==> config.mk <==
export PLATFORM = sky130hd
export DESIGN_NAME = lfsr16
export DESIGN_NICKNAME = d
export VERILOG_FILES = /design/src/rtl/stream_seq_checker_pkg.sv /design/src/rtl/stream_seq_checker_lfsr.sv
export SDC_FILE = /design/constraint.sdc
export NUM_CORES = 1
export LEC_CHECK = 0
export BUFFER_PORTS_ARGS = -buffer_cell sky130_fd_sc_hd__buf_2
export CORE_MARGIN = 3
export CORE_UTILIZATION = 40
export DETAILED_ROUTE_END_ITERATION = 8
export MAX_ROUTING_LAYER = met4
export REMOVE_ABC_BUFFERS = 1
export SETUP_SLACK_MARGIN = 0.1
export SKIP_LAST_GASP = 1
export SYNTH_ARGS = -nofsm -noshare
export SYNTH_HDL_FRONTEND = slang
export SYNTH_SLANG_ARGS = --single-unit
==> constraint.sdc <==
create_clock -name clk_i -period 1.1 [get_ports clk_i]
set_input_delay 0.22 -clock clk_i [delete_from_list [all_inputs] [get_ports clk_i]]
set_output_delay 0.22 -clock clk_i [all_outputs]
set_load 0.05 [all_outputs]
==> src/rtl/stream_seq_checker_pkg.sv <==
// Shared types and constants for the stream sequence checker: FSM states,
// backpressure modes and the LFSR seed.
package stream_seq_pkg;

    typedef enum logic [1:0] {
        IDLE = 2'd0,
        RUN  = 2'd1,
        DONE = 2'd2
    } state_t;

    typedef enum logic [1:0] {
        MODE_ALWAYS    = 2'b00,
        MODE_ALTERNATE = 2'b01,
        MODE_LFSR      = 2'b10,
        MODE_NEVER     = 2'b11
    } mode_t;

    localparam logic [15:0] LFSR_SEED = 16'hACE1;

endpackage

==> src/rtl/stream_seq_checker_lfsr.sv <==
// 16-bit maximal-length Fibonacci LFSR (x^16 + x^14 + x^13 + x^11 + 1),
// reloadable to the package seed.
module lfsr16
    import stream_seq_pkg::*;
(
    input  logic        clk_i,
    input  logic        reset_ni,
    input  logic        load_i,
    input  logic        en_i,
    output logic [15:0] q_o
);

    logic [15:0] q_reg;
    logic [15:0] q_next;

    assign q_next[15] = q_reg[0] ^ q_reg[2] ^ q_reg[3] ^ q_reg[5];

    for (genvar gi = 0; gi < 15; gi++) begin : g_shift
        assign q_next[gi] = q_reg[gi+1];
    end

    always_ff @(posedge clk_i or negedge reset_ni) begin
        if (!reset_ni) begin
            q_reg <= LFSR_SEED;
        end else if (load_i) begin
            q_reg <= LFSR_SEED;
        end else if (en_i) begin
            q_reg <= q_next;
        end
    end

    assign q_o = q_reg;

endmodule

# After elaboration in Yosys (flattened, before gate mapping)
# Index checks and enable logic that the tools add are counted.
totals:
  register_bits: 16
  latch_bits: 0
  ramBits: 0
  mem_bits_ro: 0
  inputBits: 4
  mem_count: 0
classes:
  n_addsub: 0
  mul: 0
  div: 0
  magnitude_cmp: 0
  eq_ne: 0
  n_shift: 0
  mux: 2
  n_bitwise: 3
  n_reduce_logical: 1
op_table:
  columns: ["op", "n"]
  rows:
  - ["2-to-1 mux 16 bit", 2]
  - ["bitwise XOR 1 bit", 3]
  - ["nonzero test 2 bit", 1]

# Longest topological paths before layout
# Gate-level depths: netlist of run 1.
depth:
  word_depth: 5
  depth_mapped: 4

# Worst setup path after synthesis of run 1
# OpenSTA, ideal clock, no wires.
synth_path:
  path_type: "reg2reg"
  start: "reg q_reg[5], in the netlist q_o[5]"
  end: "reg q_reg[15], in the netlist q_o[15]"
  setup_ns: 0.077
  arrival_time_ns: 1.108
  slack_ns: -0.085
  stages_incl_launch_ff: 4
  path_buffers: 0
  period_less_slack_ns: 1.185
  path_cell_list: "dfstp_2 > xnor2_1 > xnor2_1 > a31oi_1"
synth_between:
  elab_chain_cells: 3
synth_rtl:
  columns: ["element", "line", "text"]
  rows:
  - ["start, declared", "stream_seq_checker_lfsr.sv:13", "logic [15:0] q_reg;"]
  - ["start signal, assigned", "stream_seq_checker_lfsr.sv:28", "q_reg <= q_next;"]
  - ["bitwise XOR 1 bit", "stream_seq_checker_lfsr.sv:16", "assign q_next[15] = q_reg[0] ^ q_reg[2] ^ q_reg[3] ^ q_reg[5];"]
  - ["2-to-1 mux 16 bit", "stream_seq_checker_lfsr.sv:27", "end else if (en_i) begin"]
  - ["2-to-1 mux 16 bit", "stream_seq_checker_lfsr.sv:25", "end else if (load_i) begin"]
# Every way passes these cells. The select of a mux whose other input is x is not followed.
# A chain may end at the register's enable or synchronous reset.

# Final worst setup path of run 1
layout_path:
  start: "reg q_reg[6], in the netlist q_o[6]"
  end: "out q_o[6]"
layout_rtl:
  columns: ["element", "line", "text"]
  rows:
  - ["end, declared", "stream_seq_checker_lfsr.sv:10", "output logic [15:0] q_o"]
# No word-level cell between the ends.

==> results of run 1 <==
-- metal layers --
| metal | up-vias | GRT usage [%] | wire, µm |
|---|---|---|---|
| met5 | - | - | 0 |
| met4 | 0 | 9.94 | 35 |
| met3 | 6 | 5.64 | 84 |
| met2 | 15 | 24.3 | 755 |
| met1 | 260 | 22.2 | 684 |
| li1 | 263 | - | - |
-- through the flow --
stage | setup slack [ns] | area (µm²) | TNS, ns | cells
2_1_floorplan | -0.0855 | 658 | -0.0855 | 52
3_3_place_gp | 0.0832 | 793 | 0 | 88
3_5_place_dp | 0.0772 | 793 | 0 | 88
4_1_cts | -0.141 | 1110 | -1.05 | 109
5_1_grt | -0.183 | 1130 | -1.57 | 111
6_report | -0.134 | 1130 | -0.998 | 111
-- timing repair --
action,in CTS,in global routing
pin swaps,2,2
endpoints found under the setup margin,17,17
buffers inserted,16,2
hold buffers,1,0
hold endpoints to repair,8,0
gates resized for setup,43,1
-- worst max path at each step --
stage | from | to | slack [ns] | cells past startpoint
2_1_floorplan | q_o[5]$_DFFE_PN1P_ | q_o[15]$_DFFE_PN1P_ | -0.09 | 3
3_3_place_gp | q_o[5]$_DFFE_PN1P_ | q_o[5] | 0.08 | 1
3_5_place_dp | q_o[5]$_DFFE_PN1P_ | q_o[5] | 0.08 | 1
4_1_cts | q_o[6]$_DFFE_PN1P_ | q_o[6] | -0.14 | 1
5_1_grt | q_o[6]$_DFFE_PN1P_ | q_o[6] | -0.18 | 1
6_report | q_o[6]$_DFFE_PN1P_ | q_o[6] | -0.13 | 1
-- cell type report --
cell class | instances | area (µm²) | area share [%]
Tap cell | 16 | 20.0 | 1.78
Multi-Input combinational cell | 35 | 259 | 23.0
Sequential cell | 16 | 410 | 36.4
Inverter | 1 | 3.75 | 0.333
Timing Repair Buffer | 39 | 398 | 35.3
Clock buffer | 4 | 36.3 | 3.22
-- kinds of logic (layout without fill, tap and decap cells) --
family,Yosys count,count (layout),share of synthesized area (%)
and+or+nand+nor,16,16,8.89
muxes,15,15,21.8
buffers and inverters,4,44,5.08
DFF,16,16,59.5
AOI/OAI and AO/OA,1,1,0.908
xor gates and xnor gates,3,3,3.81
-- layout by cell type, fill, tap and decap left out --
cell type / instances
buf_4: 16
mux2i_1: 15
buf_6: 10
nor2_1: 8
buf_8: 8
dfstp_2: 8
dfrtp_1: 8
nand2_1: 7
clkbuf_4: 3
buf_2: 3
xnor2_2: 2
inv_1: 1
xnor2_1: 1
nor3_1: 1
a31oi_1: 1
clkbuf_8: 1
dlygate4sd3_1: 1
buf_12: 1
-- report_power, final --
part           switching, mW  internal [mW]  leakage (nW)
clock                  0.193          0.202        0.0210
sequential            0.0319          0.641         0.190
combinational          0.240          0.201         0.367
total                  0.465           1.04         0.578
==> flow_metrics.py, run 1 <==
metrics = {
    "timing": {
        "skew_ns": 0.00499,
        "maxSlewViolCount": 0,
        "layout_setup_ws_ns": -0.134,
        "whs_ns": 0.231,
        "rsz0062_at_grt": "yes",
        "finalSetupViolations": 8,
        "slew_headroom_pct": 74.8,
        "fin_crit_sh_pct": 112,
        "worst_slew_pin_slew_ns": 0.378,
        "hold_viol_final": 0,
        "clock.fmax_mhz": 810,
        "layout_min_cycle_time_ns": 1.23,
    },
    "critical_path": {
        "start_kind": "register",
        "rr_worst_depth": 4,
        "worstPathCellList": "buf_8",
        "worst-path-max-fanout": 2,
        "r2r-end": "q_o[15]$_DFFE_PN1P_",
        "path_buf_inv": 1,
        "slowest_stage": "dfstp_2",
        "rr_startpoint": "q_o[0]$_DFFE_PN1P_",
        "critical_path.max_stage_delay_ns": 0.57,
        "critPathRequiredTime_ns": 0.88,
        "critPathTopFamily": "flip-flops",
        "worst_setup_path_end_kind": "primary output",
        "regToRegSetupSlack_ns": 0.01,
        "criticalPathCategory": "register to primary output",
        "cp.arrival_ns": 1.01,
    },
    "drt": {
        "num_vias": 544,
        "ant_nets": 0,
        "wl_per_cell_um": 14.1,
        "via_per_inst": 4.90,
        "wl_um": 1560,
        "drt_iter0_markers": 1,
        "dr.pass1.iters": 3,
        "drc": 0,
    },
    "power_and_ir_drop": {
        "p_per_area_nw_per_um2": 1340,
        "ir_worst_vdd_uv": 1030,
        "p_total_mw": 1.51,
        "leakagePower_nw": 0.578,
    },
    "place": {
        "place.gp.congestion": 0.655,
        "io_buffers": 19,
        "dpl.hpwl_um": 831,
    },
    "synth": {
        "synth_warnings": 0,
        "async_reset_ff_share_pct": 100,
        "synthCells": 55,
        "synth_top_cell_area_share_pct": 30.5,
        "synth-main-ff-cell": "dfstp_2",
        "syn-cell-area_um2": 689,
        "synth.distinct_cells": 12,
        "synth_common_cells": "15 x mux2i_1, 8 x dfrtp_1, 8 x dfstp_2, 8 x nor2_1, 7 x nand2_1",
        "synth_area_leaders": "dfstp_2 30%, dfrtp_1 29%, mux2i_1 22%",
        "yosysSeqAreaShare_pct": 59.5,
        "yosysTopAreaCell": "dfstp_2",
        "synth_edf_count": 0,
        "syn_area_per_cell_um2": 12.5,
        "synth.ff_latch_count": 16,
        "synth.most_common_cell": "mux2i_1",
    },
    "global_routing": {
        "grt.total_usage_pct": 17.5,
        "grt_max_degree": 18,
        "grt_pass1_vias": 556,
        "antenna_found_initial": 0,
        "grt_overflow": 0,
        "grt_pass1_wl_um": 2540,
    },
    "floorplanning": {
        "pin_count": 20,
        "core_um2": 1560,
        "die_w_um": 47.5,
        "row_count": 14,
        "die_y_um": 47.5,
        "start_util_pct": 44.2,
        "die_area_um2": 2260,
    },
    "cells_and_area": {
        "fin_nets": 100,
        "fill_cells": 118,
        "largest_reg_flops": 16,
        "drive_above_1_share_pct": 54.7,
        "syn_to_final_growth_pct": 63.5,
        "n_antenna_cell": 0,
        "utilization_pct": 72.3,
    },
    "min_path": {
        "holdPathStages": 2,
        "min_to": "q_o[1]$_DFFE_PN0P_",
        "holdCritStartpoint": "load_i",
        "hold_class": "primary input to register",
    },
    "status": {
        "failed_checks": "negative setup slack",
        "status": "finished, violations left",
    },
    "clock_tree": {
        "clkLatencyLatePin_ns": 0.30,
        "cts-buffers-inserted": 3,
        "root_buffer": "clkbuf_4",
        "cts.sinks": 16,
        "path_clk_slew_ns": 0.09,
        "htreeDepth": 1,
        "cts_tree": "yes",
        "cts_max_path_buffers": 2,
    },
    "run": {
        "max_cap_viol_count": 0,
    },
}
Note: power is estimated with default switching activity, not from simulation.
==> run 2: changes to the inputs <==
BUFFER_PORTS_ARGS = default   (was -buffer_cell sky130_fd_sc_hd__buf_2)
DONT_BUFFER_PORTS = 1   (was default)
SLEW_MARGIN = 10   (was default)
==> run 2 against run 1 <==
Compared with the run above:
- the run still ends with negative setup slack left
- combinational power decreased by 11%
- sequential share of layout area increased by 1.4 points
- clock power decreased by 4%
- critical path depth decreased by 1
- largest power group unchanged
- worst setup slack improved by 0.013 ns
- utilization decreased by 2.7 points
- flip-flop and latch count unchanged
- fmax increased by 1.1%
- clock skew increased by 0.0021 ns
- critical endpoint unchanged
- design area decreased by 3.8%
==> flow_metrics.py, run 2 (same netlist as run 1, synthesis figures left out) <==
metrics = {
    "clock_tree": {
        "cts_tree": "yes",
        "htreeDepth": 1,
        "path_clk_slew_ns": 0.10,
        "cts-buffers-inserted": 3,
        "root_buffer": "clkbuf_4",
        "cts_max_path_buffers": 2,
        "clkLatencyLatePin_ns": 0.28,
        "cts.sinks": 16,
    },
    "cells_and_area": {
        "n_antenna_cell": 0,
        "utilization_pct": 69.6,
        "fill_cells": 121,
        "drive_above_1_share_pct": 50.6,
        "fin_nets": 94,
        "mostFrequentLayoutCells": "15 x mux2i_1, 15 x buf_4, 10 x buf_6",
        "syn_to_final_growth_pct": 57.4,
        "largest_reg_flops": 16,
    },
    "floorplanning": {
        "start_util_pct": 44.2,
        "pin_count": 20,
        "die_w_um": 47.5,
        "die_y_um": 47.5,
        "die_area_um2": 2260,
        "row_count": 14,
        "core_um2": 1560,
    },
    "timing": {
        "clock.fmax_mhz": 819,
        "layout_setup_ws_ns": -0.121,
        "rsz0062_at_grt": "yes",
        "hold_viol_final": 0,
        "worst_slew_pin_slew_ns": 0.731,
        "skew_ns": 0.00704,
        "layout_min_cycle_time_ns": 1.22,
        "maxSlewViolCount": 0,
        "finalSetupViolations": 8,
        "slew_headroom_pct": 51.1,
        "fin_crit_sh_pct": 111,
    },
    "critical_path": {
        "worst-path-max-fanout": 3,
        "start_kind": "register",
        "crit_start": "q_o[6]$_DFFE_PN1P_",
        "cp.arrival_ns": 1.00,
        "rr_startpoint": "q_o[0]$_DFFE_PN1P_",
        "criticalPathCategory": "register to primary output",
        "regToRegSetupSlack_ns": 0.01,
        "critPathRequiredTime_ns": 0.88,
        "worst_setup_path_end_kind": "primary output",
    },
    "drt": {
        "wl_um": 1450,
        "ant_nets": 0,
        "via_per_inst": 4.89,
        "drt_iter0_markers": 5,
        "wl_per_cell_um": 13.8,
        "drc": 0,
        "num_vias": 513,
        "dr.pass1.iters": 4,
    },
    "power_and_ir_drop": {
        "p_per_area_nw_per_um2": 1350,
        "ir_worst_vdd_uv": 1080,
        "leakagePower_nw": 0.552,
    },
    "run": {
        "max_cap_viol_count": 0,
    },
    "global_routing": {
        "grt_max_degree": 18,
        "grt_pass1_wl_um": 2350,
        "antenna_found_initial": 0,
        "grt.total_usage_pct": 15.5,
        "grt_overflow": 0,
        "grt_pass1_vias": 499,
    },
    "status": {
        "failed_checks": "negative setup slack",
        "status": "finished, violations left",
    },
    "min_path": {
        "holdCritStartpoint": "en_i",
        "hold_class": "primary input to register",
    },
    "place": {
        "io_buffers": 0,
        "place.gp.congestion": 0.664,
        "place_ws_ns": 0.0978,
    },
}
[run 2: cell types whose count changed in the layout (fill, tap and decap cells not counted)]
cell,before,now
buf_12,1,4
buf_2,3,0
buf_8,8,2
buf_4,16,15
dlygate4sd3_1,1,2
[run 2: layout make-up]
class                      count  area, µm²  area share, %
timing repair buffer          33        355           32.8
inverter                       1       3.75          0.346
multi-input combinational     35        259           23.9
tap                           16       20.0           1.85
sequential                    16        410           37.8
clock buffer                   4       36.3           3.34
[run 2: report_power, final]
group          switching, mW  internal [mW]
combinational          0.202          0.189
sequential            0.0509          0.642
clock                  0.180          0.201
total                  0.432           1.03
[run 2: worst paths after layout]
path | to | cells after the start
max | q_o[6] | 0
min | q_o[15]$_DFFE_PN1P_ | 1
max reg2reg | q_o[15]$_DFFE_PN1P_ | 4
min reg2reg | q_o[0]$_DFFE_PN1P_ | 3
max in group asynchronous | q_o[9]$_DFFE_PN0P_ | 1
min in group asynchronous | q_o[1]$_DFFE_PN0P_ | 1
[run 2: layer usage]
metal / global-route usage [%] / up-vias / part of all wire (%)
li1: - / 251 / -
met1: 21.3 / 242 / 45
met2: 23.5 / 18 / 47
met3: 2.26 / 2 / 6.8
met4: 4.97 / 0 / 0.90
met5: - / - / 0
[run 2: through the flow]
stage / power [mW] / cells / cell area, µm² / hold WS [ns] / setup TNS (ns)
global route: 1.54 / 105 / 1080 / 0.00950 / -1.23
CTS: 1.46 / 101 / 1050 / 0.00651 / -0.946
floorplan: 0.881 / 52 / 658 / -0.0756 / -0.0855
finish: 1.46 / 105 / 1080 / 0.0148 / -0.853
detailed placement: 0.985 / 82 / 833 / -0.0750 / 0
global placement: 0.982 / 82 / 833 / -0.0751 / 0
[run 2: what timing repair did]
action	4_1_cts	5_1_grt
gates resized for setup	16	0
hold buffers	2	0
endpoints found under the hold margin	24	0
pin swaps	2	0
buffers inserted	13	4
endpoints found under the setup margin	18	18
